File: config.mk
export PLATFORM = sky130hd
export DESIGN_NAME = mips_16_imem_loader_flat
export DESIGN_NICKNAME = d
export VERILOG_FILES = /design/src/rtl/mips_16_imem_loader_pkg.sv /design/src/rtl/mips_16_imem_loader_if.sv /design/src/rtl/mips_16_imem_loader.sv /design/src/flat_wrapper.sv
export SDC_FILE = /design/constraint.sdc
export NUM_CORES = 1
export LEC_CHECK = 0
export CAP_MARGIN = 40
export CORE_ASPECT_RATIO = 1.25
export CORE_MARGIN = 2
export CORE_UTILIZATION = 54
export CTS_BUF_LIST = sky130_fd_sc_hd__clkbuf_8 sky130_fd_sc_hd__clkbuf_16
export CTS_CLUSTER_SIZE = 10
export DETAILED_ROUTE_END_ITERATION = 8
export PLACE_DENSITY = 0.83
export SYNTH_ARGS = -nofsm -noshare
export SYNTH_HDL_FRONTEND = slang
export SYNTH_SLANG_ARGS = --single-unit
File: constraint.sdc
create_clock -name clk -period 4.5 [get_ports clk]
set_clock_uncertainty 0.05 [all_clocks]
set_input_delay 0.675 -clock clk [delete_from_list [all_inputs] [get_ports clk]]
set_output_delay 0.675 -clock clk [all_outputs]
set_load 0.01 [all_outputs]
File: src/rtl/mips_16_imem_loader_pkg.sv
// Shared types and constants for the MIPS16 instruction-memory loader.
package mips_16_imem_loader_pkg;

  typedef enum logic [2:0] {
    LDR_IDLE,
    LDR_LOAD,
    LDR_FILL,
    LDR_HOLD,
    LDR_RUN
  } loader_state_t;

  localparam logic [15:0] NOP_WORD = 16'h0000;

  function automatic logic is_busy(input loader_state_t s);
    return (s == LDR_LOAD) || (s == LDR_FILL) || (s == LDR_HOLD);
  endfunction

endpackage

File: src/rtl/mips_16_imem_loader_if.sv
// Bundle between the loader, its upstream word source, the imem write port
// and the core reset / status consumers.
interface mips_16_imem_loader_if #(
  parameter int ADDR_W = 8,
  parameter int DATA_W = 16
);
  // Handshake: a word moves on a rising edge where in_valid and in_ready are both 1.
  // in_ready never depends on in_valid; in_data must be stable while in_valid is high.
  logic              start;
  logic [ADDR_W:0]   num_words;
  logic              in_valid;
  logic              in_ready;
  logic [DATA_W-1:0] in_data;
  logic              imem_we;
  logic [ADDR_W-1:0] imem_addr;
  logic [DATA_W-1:0] imem_wdata;
  logic              core_rst;
  logic              busy;
  logic              done;
  logic              err;

  modport master (
    output start, num_words, in_valid, in_data,
    input  in_ready, imem_we, imem_addr, imem_wdata, core_rst, busy, done, err
  );

  modport slave (
    input  start, num_words, in_valid, in_data,
    output in_ready, imem_we, imem_addr, imem_wdata, core_rst, busy, done, err
  );
endinterface

File: src/rtl/mips_16_imem_loader.sv
// Instruction-memory loader for the MIPS16 core: streams words into imem,
// optionally NOP-fills the remainder, then releases the core from reset.
module mips_16_imem_loader
  import mips_16_imem_loader_pkg::*;
#(
  parameter int ADDR_W    = 8,
  parameter int DATA_W    = 16,
  parameter int RST_HOLD  = 4,
  parameter bit FILL_REST = 1'b1
) (
  input  logic                  clk,
  input  logic                  rst,
  mips_16_imem_loader_if.slave  bus,
  output loader_state_t         o_dbg_state
);

  localparam logic [ADDR_W:0] DEPTH  = {1'b1, {ADDR_W{1'b0}}};
  localparam int              HOLD_W = $clog2(RST_HOLD + 1);

  loader_state_t     r_state;
  logic [ADDR_W:0]   r_cnt;
  logic [ADDR_W:0]   r_num;
  logic [HOLD_W-1:0] r_hold;
  logic              r_we;
  logic [ADDR_W-1:0] r_addr;
  logic [DATA_W-1:0] r_wdata;
  logic              r_err;

  logic [ADDR_W:0]   w_cnt_inc;
  logic              w_can_start;

  assign w_cnt_inc   = r_cnt + 1'b1;
  assign w_can_start = bus.start && ((r_state == LDR_IDLE) || (r_state == LDR_RUN));

  always_ff @(posedge clk or posedge rst) begin
    if (rst) begin
      r_state <= LDR_IDLE;
      r_cnt   <= '0;
      r_num   <= '0;
      r_hold  <= '0;
      r_we    <= 1'b0;
      r_addr  <= '0;
      r_wdata <= '0;
      r_err   <= 1'b0;
    end else begin
      r_we <= 1'b0;
      case (r_state)
        LDR_IDLE, LDR_RUN: begin
          if (w_can_start) begin
            if (bus.num_words > DEPTH) begin
              r_err   <= 1'b1;
              r_state <= LDR_IDLE;
            end else begin
              r_err <= 1'b0;
              r_num <= bus.num_words;
              r_cnt <= '0;
              if (bus.num_words != '0) begin
                r_state <= LDR_LOAD;
              end else if (FILL_REST) begin
                r_state <= LDR_FILL;
              end else begin
                r_state <= LDR_HOLD;
                r_hold  <= HOLD_W'(RST_HOLD);
              end
            end
          end
        end
        LDR_LOAD: begin
          if (bus.in_valid) begin
            r_we    <= 1'b1;
            r_addr  <= r_cnt[ADDR_W-1:0];
            r_wdata <= bus.in_data;
            r_cnt   <= w_cnt_inc;
            // A full-depth stream leaves nothing to fill.
            if (w_cnt_inc == r_num) begin
              if (FILL_REST && (r_num < DEPTH)) begin
                r_state <= LDR_FILL;
              end else begin
                r_state <= LDR_HOLD;
                r_hold  <= HOLD_W'(RST_HOLD);
              end
            end
          end
        end
        LDR_FILL: begin
          r_we    <= 1'b1;
          r_addr  <= r_cnt[ADDR_W-1:0];
          r_wdata <= DATA_W'(NOP_WORD);
          r_cnt   <= w_cnt_inc;
          if (r_cnt[ADDR_W-1:0] == '1) begin
            r_state <= LDR_HOLD;
            r_hold  <= HOLD_W'(RST_HOLD);
          end
        end
        LDR_HOLD: begin
          if (r_hold == HOLD_W'(1)) begin
            r_state <= LDR_RUN;
          end else begin
            r_hold <= r_hold - 1'b1;
          end
        end
        default: r_state <= LDR_IDLE;
      endcase
    end
  end

  // Status and core reset decode straight from the state register.
  assign bus.in_ready   = (r_state == LDR_LOAD);
  assign bus.imem_we    = r_we;
  assign bus.imem_addr  = r_addr;
  assign bus.imem_wdata = r_wdata;
  assign bus.core_rst   = (r_state != LDR_RUN);
  assign bus.busy       = is_busy(r_state);
  assign bus.done       = (r_state == LDR_RUN);
  assign bus.err        = r_err;
  assign o_dbg_state    = r_state;

endmodule
File: src/flat_wrapper.sv
// flat-port wrapper written by rule: the top's interface ports become plain ports
module mips_16_imem_loader_flat import mips_16_imem_loader_pkg::*;
#(
  parameter int ADDR_W    = 8,
  parameter int DATA_W    = 16,
  parameter int RST_HOLD  = 4,
  parameter bit FILL_REST = 1'b1
)
  (clk, rst, o_dbg_state, bus_start, bus_num_words, bus_in_valid, bus_in_data, bus_in_ready, bus_imem_we, bus_imem_addr, bus_imem_wdata, bus_core_rst, bus_busy, bus_done, bus_err);
  mips_16_imem_loader_if #(.ADDR_W(ADDR_W), .DATA_W(DATA_W)) bus_i ();
  input  logic clk;
  input  logic rst;
  output loader_state_t o_dbg_state;
  input wire logic [$bits(bus_i.start)-1:0] bus_start;
  input wire logic [$bits(bus_i.num_words)-1:0] bus_num_words;
  input wire logic [$bits(bus_i.in_valid)-1:0] bus_in_valid;
  input wire logic [$bits(bus_i.in_data)-1:0] bus_in_data;
  output wire logic [$bits(bus_i.in_ready)-1:0] bus_in_ready;
  output wire logic [$bits(bus_i.imem_we)-1:0] bus_imem_we;
  output wire logic [$bits(bus_i.imem_addr)-1:0] bus_imem_addr;
  output wire logic [$bits(bus_i.imem_wdata)-1:0] bus_imem_wdata;
  output wire logic [$bits(bus_i.core_rst)-1:0] bus_core_rst;
  output wire logic [$bits(bus_i.busy)-1:0] bus_busy;
  output wire logic [$bits(bus_i.done)-1:0] bus_done;
  output wire logic [$bits(bus_i.err)-1:0] bus_err;
  assign bus_i.start = bus_start;
  assign bus_i.num_words = bus_num_words;
  assign bus_i.in_valid = bus_in_valid;
  assign bus_i.in_data = bus_in_data;
  assign bus_in_ready = bus_i.in_ready;
  assign bus_imem_we = bus_i.imem_we;
  assign bus_imem_addr = bus_i.imem_addr;
  assign bus_imem_wdata = bus_i.imem_wdata;
  assign bus_core_rst = bus_i.core_rst;
  assign bus_busy = bus_i.busy;
  assign bus_done = bus_i.done;
  assign bus_err = bus_i.err;
  mips_16_imem_loader #(.ADDR_W(ADDR_W), .DATA_W(DATA_W), .RST_HOLD(RST_HOLD), .FILL_REST(FILL_REST)) u_core (.clk(clk), .rst(rst), .bus(bus_i), .o_dbg_state(o_dbg_state));
endmodule
==> flow_metrics.py, run 1 <==
metrics = {
    "run_status": {
        "status": "finished clean",
    },
    "critical_path": {
        "slowest_stage": "dfrtp_1",
        "critPathMaxFanout": 21,
        "crit_family": "simple AND/OR/NAND/NOR gates",
        "crit_buf_inv": 2,
        "crit_arrival_ns": 2.87,
        "max_stage_delay_ns": 0.71,
        "worstSetupPathType": "reg -> reg",
        "critPathLaunchType": "flip-flop",
        "worstPathCellList": "nor3b_2 > nor2_1 > buf_4 > inv_1 > nor2_1 > o21ai_0 > o41ai_1",
        "required_ns": 4.63,
        "worstSetupEndpointType": "flip-flop",
        "cpMostUsedCell": "nor2_1",
    },
    "final_layout": {
        "drive_gt1_frac": 0.0809,
        "nNetsFinal": 380,
        "diodes": 0,
        "syn_to_final_growth_pct": 26.9,
    },
    "timing": {
        "hold_viol_final": 0,
        "max_freq_ghz": 0.364,
        "worstMarginPinSlew_ns": 0.673,
        "min_period_ns": 2.75,
        "period_share": 0.611,
        "grt_setup_unrepaired": "no",
        "slew_viol_final": 0,
        "timing.slew.headroom": 0.549,
        "finalSetupViolations": 0,
        "tns_ns": 0,
    },
    "global_route": {
        "grt_most_used_layer": "met2",
        "grtUsageMet1": 0.279,
        "grt_max_degree": 33,
        "grt_pass1_wl_um": 9650,
        "gr-usage-all-layers": 0.227,
        "grt_overflow_total": 0,
        "use_met3": 0.0488,
        "antenna_found_initial": 0,
        "grt_pass1_vias": 2101,
        "global_route.usage.met2": 0.388,
    },
    "floorplanning": {
        "die_w_um": 67.0,
        "die_height_um": 82.8,
        "io_pins": 62,
        "initial_core_util": 0.562,
        "placementRows": 28,
        "core_area_um2": 4760,
        "die-area_um2": 5550,
    },
    "synthesis": {
        "synth_most_common_cell": "nand2_1",
        "synthesis.area_um2": 2680,
        "ys_seq_area_frac": 0.467,
        "yosysWarningCount": 0,
        "synth_area_leaders": "dfrtp_1 (47%), nand2_1 (10%), mux2_2 (3.4%)",
        "ys.flop_type": "dfrtp_1",
        "synth-seq-cells": 50,
        "netlist.area_leader.share": 0.467,
        "postSynthCellCount": 294,
        "async_reset_ff_frac": 1.00,
        "yosysTopAreaCell": "dfrtp_1",
        "synth_edf_count": 0,
        "synth_cell_type_count": 50,
        "synth_commonest_cells": "nand2_1 (72), dfrtp_1 (50), a21oi_1 (17), o21ai_0 (17)",
        "syn_nets": 328,
        "syn_area_per_cell_um2": 9.12,
    },
    "routing": {
        "drc": 0,
        "wl_um": 6090,
        "num_vias": 2307,
        "dr.pass1.iters": 4,
        "antenna_left": 0,
        "drt-initial-drc-count": 116,
        "vias_per_cell": 5.68,
        "routedWlPerCell_um": 15.0,
    },
    "clock_tree": {
        "clk_latency_ns": 0.30,
        "cts_tree": "done",
        "cts.clk_slew.worst_paths_ns": 0.09,
        "cts_root_buffer": "clkbuf_8",
        "numCtsBuffers": 5,
        "cts_resized": 0,
        "clk_path_buf_depth": 2,
        "post-cts-setup-buffers": 0,
        "hold_buffers": 0,
        "htree_levels": 2,
        "clock_sinks": 50,
    },
    "min_path": {
        "hp-class": "reg -> reg",
    },
    "power": {
        "power.total_uw": 2010,
        "leakage_uw": 0.00148,
        "power_density_nw_per_um2": 591,
        "ir_worst_vdd_v": 0.000358,
    },
    "run": {
        "cap_violations": 0,
    },
    "place": {
        "hpwlAfterDp_um": 4340,
        "gp_congestion": 0.786,
        "port_buffers": 61,
    },
}
cell type report:
| type | count | area (um2) |
|---|---|---|
| Clock buffer | 5 | 68.8 |
| Timing Repair Buffer | 65 | 653 |
| Inverter | 9 | 33.8 |
| Clock inverter | 2 | 15.0 |
| Tap cell | 60 | 75.1 |
| Fill cell | 397 | 1360 |
| Sequential cell | 50 | 1250 |
| Multi-Input combinational cell | 215 | 1310 |
worst paths after layout:
kind                       slack (ns)                  endpoint                     from  cells after the start
max in group asynchronous        3.25           u_core.r_num[0]                      rst                      3
min reg2reg                      0.43   u_core.bus.imem_addr[4]  u_core.bus.imem_addr[4]                      2
min                              0.43   u_core.bus.imem_addr[4]  u_core.bus.imem_addr[4]                      2
min in group asynchronous        0.64  u_core.bus.imem_wdata[5]                      rst                      2
max reg2reg                      1.75           u_core.r_cnt[7]    u_core.o_dbg_state[1]                      7
max                              1.75           u_core.r_cnt[7]    u_core.o_dbg_state[1]                      7
cells in the final DEF, fill, tap and decap left out, types with 2 or more instances in the layout:
cell type and n:
nor2_1 12, dfrtp_1 50, inv_1 8, clkdlybuf4s50_1 61
and4_1 3, clkinvlp_4 2, mux2_2 8, nand3b_1 2
and2_1 2, clkbuf_8 5, ha_1 5, o21ai_0 17
nand3_1 9, a21oi_1 17, nand2_1 72, nor3b_1 3
nor2b_1 5, and3_1 3, a211oi_1 2, a31oi_1 2
o31ai_1 6, xor2_1 4, nor4_1 4, or3_1 2
xnor2_1 5, nor3_1 5, mux2_1 2, buf_4 3
nand2b_1 4
metal layers:
metal  up-vias  share of wire
met5         -              0
met4         0          0.020
met3        14          0.064
met2        85           0.51
met1      1094           0.41
li1       1114              -
metrics by stage:
stage	hold slack [ns]	instance area, um2	cells	setup WS [ns]	utilization
after floorplan	0.413	2680	294	2.18	-
after global placement	0.404	3300	398	1.64	0.692
after detailed placement	0.410	3320	399	1.58	0.696
after CTS	0.431	3400	406	1.76	0.714
after global routing	0.461	3400	406	1.40	0.714
final	0.428	3400	406	1.75	0.714
where the power goes:
part,switching [uW],internal (uW)
clock,148,106
sequential,176,608
combinational,483,489
total,806,1200
sequential cells by signal, indices dropped and copies added, names as in the netlist:
| register | count |
|---|---|
| u_core.bus.imem_wdata | 16 |
| u_core.bus.imem_addr | 8 |
| u_core.r_hold | 3 |
| u_core.r_num | 9 |
| u_core.bus.imem_we | 1 |
| u_core.o_dbg_state | 3 |
| u_core.r_cnt | 9 |
| u_core.bus.err | 1 |
tightest hold or removal path, delay by kind of cell, from the launching register on:
kind / cells / cell delay (ns)
flops: 1 / 0.36
simple gates: 2 / 0.10
cells by family (layout without fill, tap and decap cells):
kind of cell / count (synthesis) / in the layout / share of synthesized area
AO/OA/AOI/OAI: 54 / 54 / 0.131
XOR/XNOR: 10 / 10 / 0.0383
adder cells (fa/ha/maj): 5 / 5 / 0.0233
buffers and inverters: 29 / 81 / 0.0509
flip-flops: 50 / 50 / 0.467
multiplexers: 10 / 10 / 0.0420
AND/OR/NAND/NOR: 136 / 136 / 0.248
Note: power is estimated with default switching activity, not from simulation.
==> run 2, diff against run 1 <==
- CORE_UTILIZATION: 54 -> 45
- PLACE_DENSITY: 0.83 -> 0.74
- clock period: 4.5 -> 2.45 ns (I/O delays scaled with it)
==> flow_metrics.py, run 2 (synthesis results as in run 1) <==
metrics = {
    "timing": {
        "max_freq_ghz": 0.443,
        "finalSetupViolations": 0,
        "min_period_ns": 2.26,
        "slew_viol_final": 0,
        "worstMarginPinSlew_ns": 0.549,
        "grt_setup_unrepaired": "no",
        "period_share": 0.922,
        "hold_viol_final": 0,
        "timing.slew.headroom": 0.632,
        "tns_ns": 0,
    },
    "run_status": {
        "status": "finished clean",
    },
    "place": {
        "gp_congestion": 0.850,
        "hpwlAfterDp_um": 4610,
        "dp_cells": 419,
        "port_buffers": 61,
    },
    "floorplanning": {
        "die-area_um2": 6590,
        "io_pins": 62,
        "core_area_um2": 5780,
        "die_height_um": 90.3,
        "initial_core_util": 0.464,
        "placementRows": 31,
        "die_w_um": 73.0,
    },
    "critical_path": {
        "required_ns": 2.59,
        "worstSetupPathType": "reg -> reg",
        "max_stage_delay_ns": 0.39,
        "r2r.worst_path.cells": 7,
        "r2r-end": "u_core.r_hold[1]",
        "crit_start": "u_core.r_cnt[0]",
        "critPathLaunchType": "flip-flop",
        "slowest_stage": "dfrtp_1",
        "critPathMaxFanout": 7,
        "r2r_slack_ns": 0.19,
        "worstPathCellList": "ha_1 > xor3_1 > nor3_1 > o2111ai_2 > a2111oi_4 > buf_4 > o31ai_1",
        "regToRegStartpoint": "u_core.r_cnt[0]",
        "worstSetupEndpointType": "flip-flop",
        "crit_arrival_ns": 2.39,
    },
    "global_route": {
        "gr-usage-all-layers": 0.199,
        "grt_pass1_wl_um": 10600,
        "grt_overflow_total": 0,
        "grt_max_degree": 28,
        "grt_pass1_vias": 2340,
        "antenna_found_initial": 0,
    },
    "final_layout": {
        "stdcell_count": 427,
        "layout_common_cells": "nand2_1 (72), clkdlybuf4s50_1 (61), dfrtp_1 (50)",
        "nNetsFinal": 394,
        "syn_to_final_growth_pct": 32.6,
        "utilization": 0.615,
        "diodes": 0,
        "final_common_cell": "nand2_1",
        "drive_gt1_frac": 0.119,
        "largest_register_ffs": 16,
    },
    "clock_tree": {
        "cts.clk_slew.worst_paths_ns": 0.10,
        "cts_root_buffer": "clkbuf_8",
        "numCtsBuffers": 5,
        "post-cts-setup-buffers": 0,
        "clock_sinks": 50,
        "clk_path_buf_depth": 2,
        "cts_tree": "done",
        "clk_latency_ns": 0.31,
        "htree_levels": 2,
    },
    "power": {
        "ir_worst_vdd_v": 0.000595,
        "power_density_nw_per_um2": 1110,
        "leakage_uw": 0.00157,
    },
    "routing": {
        "drc": 0,
        "vias_per_cell": 5.41,
        "routedWlPerCell_um": 14.7,
        "antenna_left": 0,
        "dr.pass1.iters": 4,
        "drt-initial-drc-count": 86,
        "wl_um": 6270,
        "num_vias": 2308,
    },
    "run": {
        "cap_violations": 0,
    },
    "min_path": {
        "hp-class": "in -> async",
    },
}
## run 2: cell count changes in the layout (fill, tap and decap cells not counted), sizes merged
cell / delta
bufinv: +1
buf: +14
## run 2: what timing repair did
item	in CTS	in global routing
resized for setup	0	1
hold endpoints to repair	0	0
hold buffers	0	0
setup endpoints to repair	0	1
## run 2: worst max-delay path, delay by kind of cell, from the launching register on
kind / cells / cell delay [ns]
XOR/XNOR: 1 / 0.38
AND/OR/NAND/NOR: 1 / 0.20
AO/OA/AOI/OAI: 3 / 0.63
adder cells (fa/ha/maj): 1 / 0.30
buffers and inverters: 1 / 0.20
flip-flops: 1 / 0.39
## run 2: routing by layer
layer  GRT usage  wire length (um)
met2       0.343              3250
met3      0.0357               321
met4      0.0633                55
met5           0                 0
met1       0.246              2650
## run 2: per-stage QoR
step           setup WS (ns)  power, uW  hold slack [ns]  cell area (um2)
6_report               0.191       3950            0.359             3550
5_1_grt               0.0236       4260            0.433             3550
4_1_cts                0.159       3970            0.381             3540
3_5_place_dp          -0.138       3380            0.409             3430
3_3_place_gp         -0.0820       3310            0.404             3430
2_1_floorplan          0.257       2560            0.413             2680
## run 2: cell type report
| type | count | area [um2] |
|---|---|---|
| multi-input cells | 215 | 1310 |
| fillers | 516 | 2230 |
| repair buffers | 79 | 758 |
| clock buffers | 5 | 68.8 |
| well taps | 66 | 82.6 |
| inverters | 9 | 33.8 |
| clock inverters | 3 | 45.0 |
| flip-flops and latches | 50 | 1250 |
## run 2: worst max path at each step
stage	cells past startpoint	slack (ns)	to
finish	7	0.19	u_core.r_hold[1]
global placement	7	-0.08	u_core.r_num[0]
CTS	7	0.16	u_core.r_num[0]
floorplan	7	0.26	u_core.o_dbg_state[0]
global route	7	0.02	u_core.r_hold[2]
detailed placement	8	-0.14	u_core.r_cnt[4]
## run 2: report_power, final
part / internal (uW) / switching, uW
combinational: 988 / 986
clock: 304 / 278
sequential: 1120 / 278
==> run 3, diff against run 2 <==
- CORE_UTILIZATION: 45 -> 55
- DONT_BUFFER_PORTS: default -> 1
- PLACE_DENSITY: 0.74 -> 0.71
==> flow_metrics.py, run 3 (synthesis results as in run 1) <==
metrics = {
    "routing": {
        "drc": 0,
        "antenna_left": 0,
        "num_vias": 2071,
        "wl_um": 5650,
        "drt-initial-drc-count": 143,
        "dr.pass1.iters": 4,
        "vias_per_cell": 5.80,
        "routedWlPerCell_um": 15.8,
    },
    "timing": {
        "timing.slew.headroom": 0.630,
        "tns_ns": 0,
        "hold_ws_ns": 0.109,
        "finalSetupViolations": 0,
        "min_period_ns": 2.31,
        "slew_viol_final": 0,
        "grt_setup_unrepaired": "no",
        "max_freq_ghz": 0.432,
        "worstMarginPinSlew_ns": 0.552,
        "period_share": 0.945,
        "hold_viol_final": 0,
    },
    "clock_tree": {
        "clk_latency_ns": 0.30,
        "htree_levels": 2,
        "clock_sinks": 50,
        "numCtsBuffers": 5,
        "clk_path_buf_depth": 2,
        "cts_root_buffer": "clkbuf_8",
        "cts.clk_slew.worst_paths_ns": 0.09,
        "cts_tree": "done",
    },
    "critical_path": {
        "worstPathCellList": "ha_4 > nand2_1 > or3_1 > a2111o_1 > a2111oi_4 > buf_4 > o31ai_1",
        "critPathMaxFanout": 9,
        "crit_arrival_ns": 2.46,
        "crit_family": "compound AO/OA/AOI/OAI gates",
        "max_stage_delay_ns": 0.46,
        "required_ns": 2.59,
        "critPathLaunchType": "flip-flop",
        "worstSetupPathType": "reg -> reg",
        "crit_start": "u_core.r_cnt[1]",
        "regToRegStartpoint": "u_core.r_cnt[1]",
        "crit_buf_inv": 1,
        "slowest_stage": "a2111o_1",
        "worstSetupEndpointType": "flip-flop",
    },
    "global_route": {
        "antenna_found_initial": 0,
        "grt_pass1_vias": 2035,
        "gr-usage-all-layers": 0.223,
        "grt_pass1_wl_um": 9280,
        "grt_overflow_total": 0,
        "grt_max_degree": 35,
    },
    "power": {
        "power_density_nw_per_um2": 1200,
        "leakage_uw": 0.00132,
        "ir_worst_vdd_v": 0.000628,
    },
    "final_layout": {
        "stdcell_count": 357,
        "diodes": 0,
        "utilization": 0.616,
        "largest_register_ffs": 16,
        "syn_to_final_growth_pct": 8.73,
        "fin_area_um2": 2910,
        "regArea_um2": 1250,
        "final_common_cell": "nand2_1",
        "nNetsFinal": 330,
        "multiInputGateArea_um2": 1330,
        "drive_gt1_frac": 0.138,
        "fill_cells": 413,
        "layout_common_cells": "nand2_1 (72), dfrtp_1 (49), a21oi_1 (17), o21ai_0 (17), buf_4 (13)",
    },
    "floorplanning": {
        "placementRows": 28,
        "die-area_um2": 5450,
        "core_area_um2": 4730,
        "die_w_um": 66.4,
        "initial_core_util": 0.567,
        "io_pins": 62,
        "die_height_um": 82.0,
    },
    "place": {
        "hpwlAfterDp_um": 4030,
        "port_buffers": 0,
        "gp_congestion": 0.848,
        "dp_cells": 347,
        "dpl_cell_area_um2": 2780,
    },
    "run": {
        "cap_violations": 0,
    },
    "min_path": {
        "hold_start": "bus_start",
        "hp-class": "in -> reg",
    },
    "run_status": {
        "status": "finished clean",
    },
}
run 3: what timing repair did:
item | CTS | global route
resized for setup | 0 | 3
setup buffers | 0 | 1
endpoints found under the hold margin | 16 | 0
setup endpoints to repair | 0 | 5
hold buffers | 1 | 0
run 3: report_power, final:
part / internal, uW / switching [uW]
Combinational: 664 / 854
Clock: 233 / 282
Sequential: 1120 / 339
run 3: area by class of cell:
cell class              instances  area share
multi-input cells             215       0.455
flip-flops and latches         50       0.430
repair buffers                 15      0.0438
clock buffers                   6      0.0283
well taps                      60      0.0258
inverters                       9      0.0116
clock inverters                 2     0.00558
run 3: worst paths after layout:
check	cells after the start	slack, ns	to
max	7	0.14	u_core.r_hold[0]
min	1	0.11	u_core.o_dbg_state[2]
max reg2reg	7	0.14	u_core.r_hold[0]
min reg2reg	2	0.45	u_core.r_hold[1]
max in group asynchronous	3	1.37	u_core.r_cnt[1]
min in group asynchronous	2	0.45	u_core.o_dbg_state[2]
run 3: through the flow:
step / worst slack [ns] / power [uW]
after global placement: 0.153 / 2920
after CTS: 0.0109 / 3480
after detailed placement: 0.0232 / 2970
after global routing: 0.0333 / 3790
after floorplan: 0.257 / 2560
final: 0.136 / 3490
run 3: metal layers:
metal  routed length [um]  global-route usage  vias to the layer above
met5                    0                   0                        -
met2                 2830               0.381                       58
met4                  133               0.102                        0
met3                  320              0.0479                       12
li1                     -                   -                     1011
met1                 2370               0.268                      990
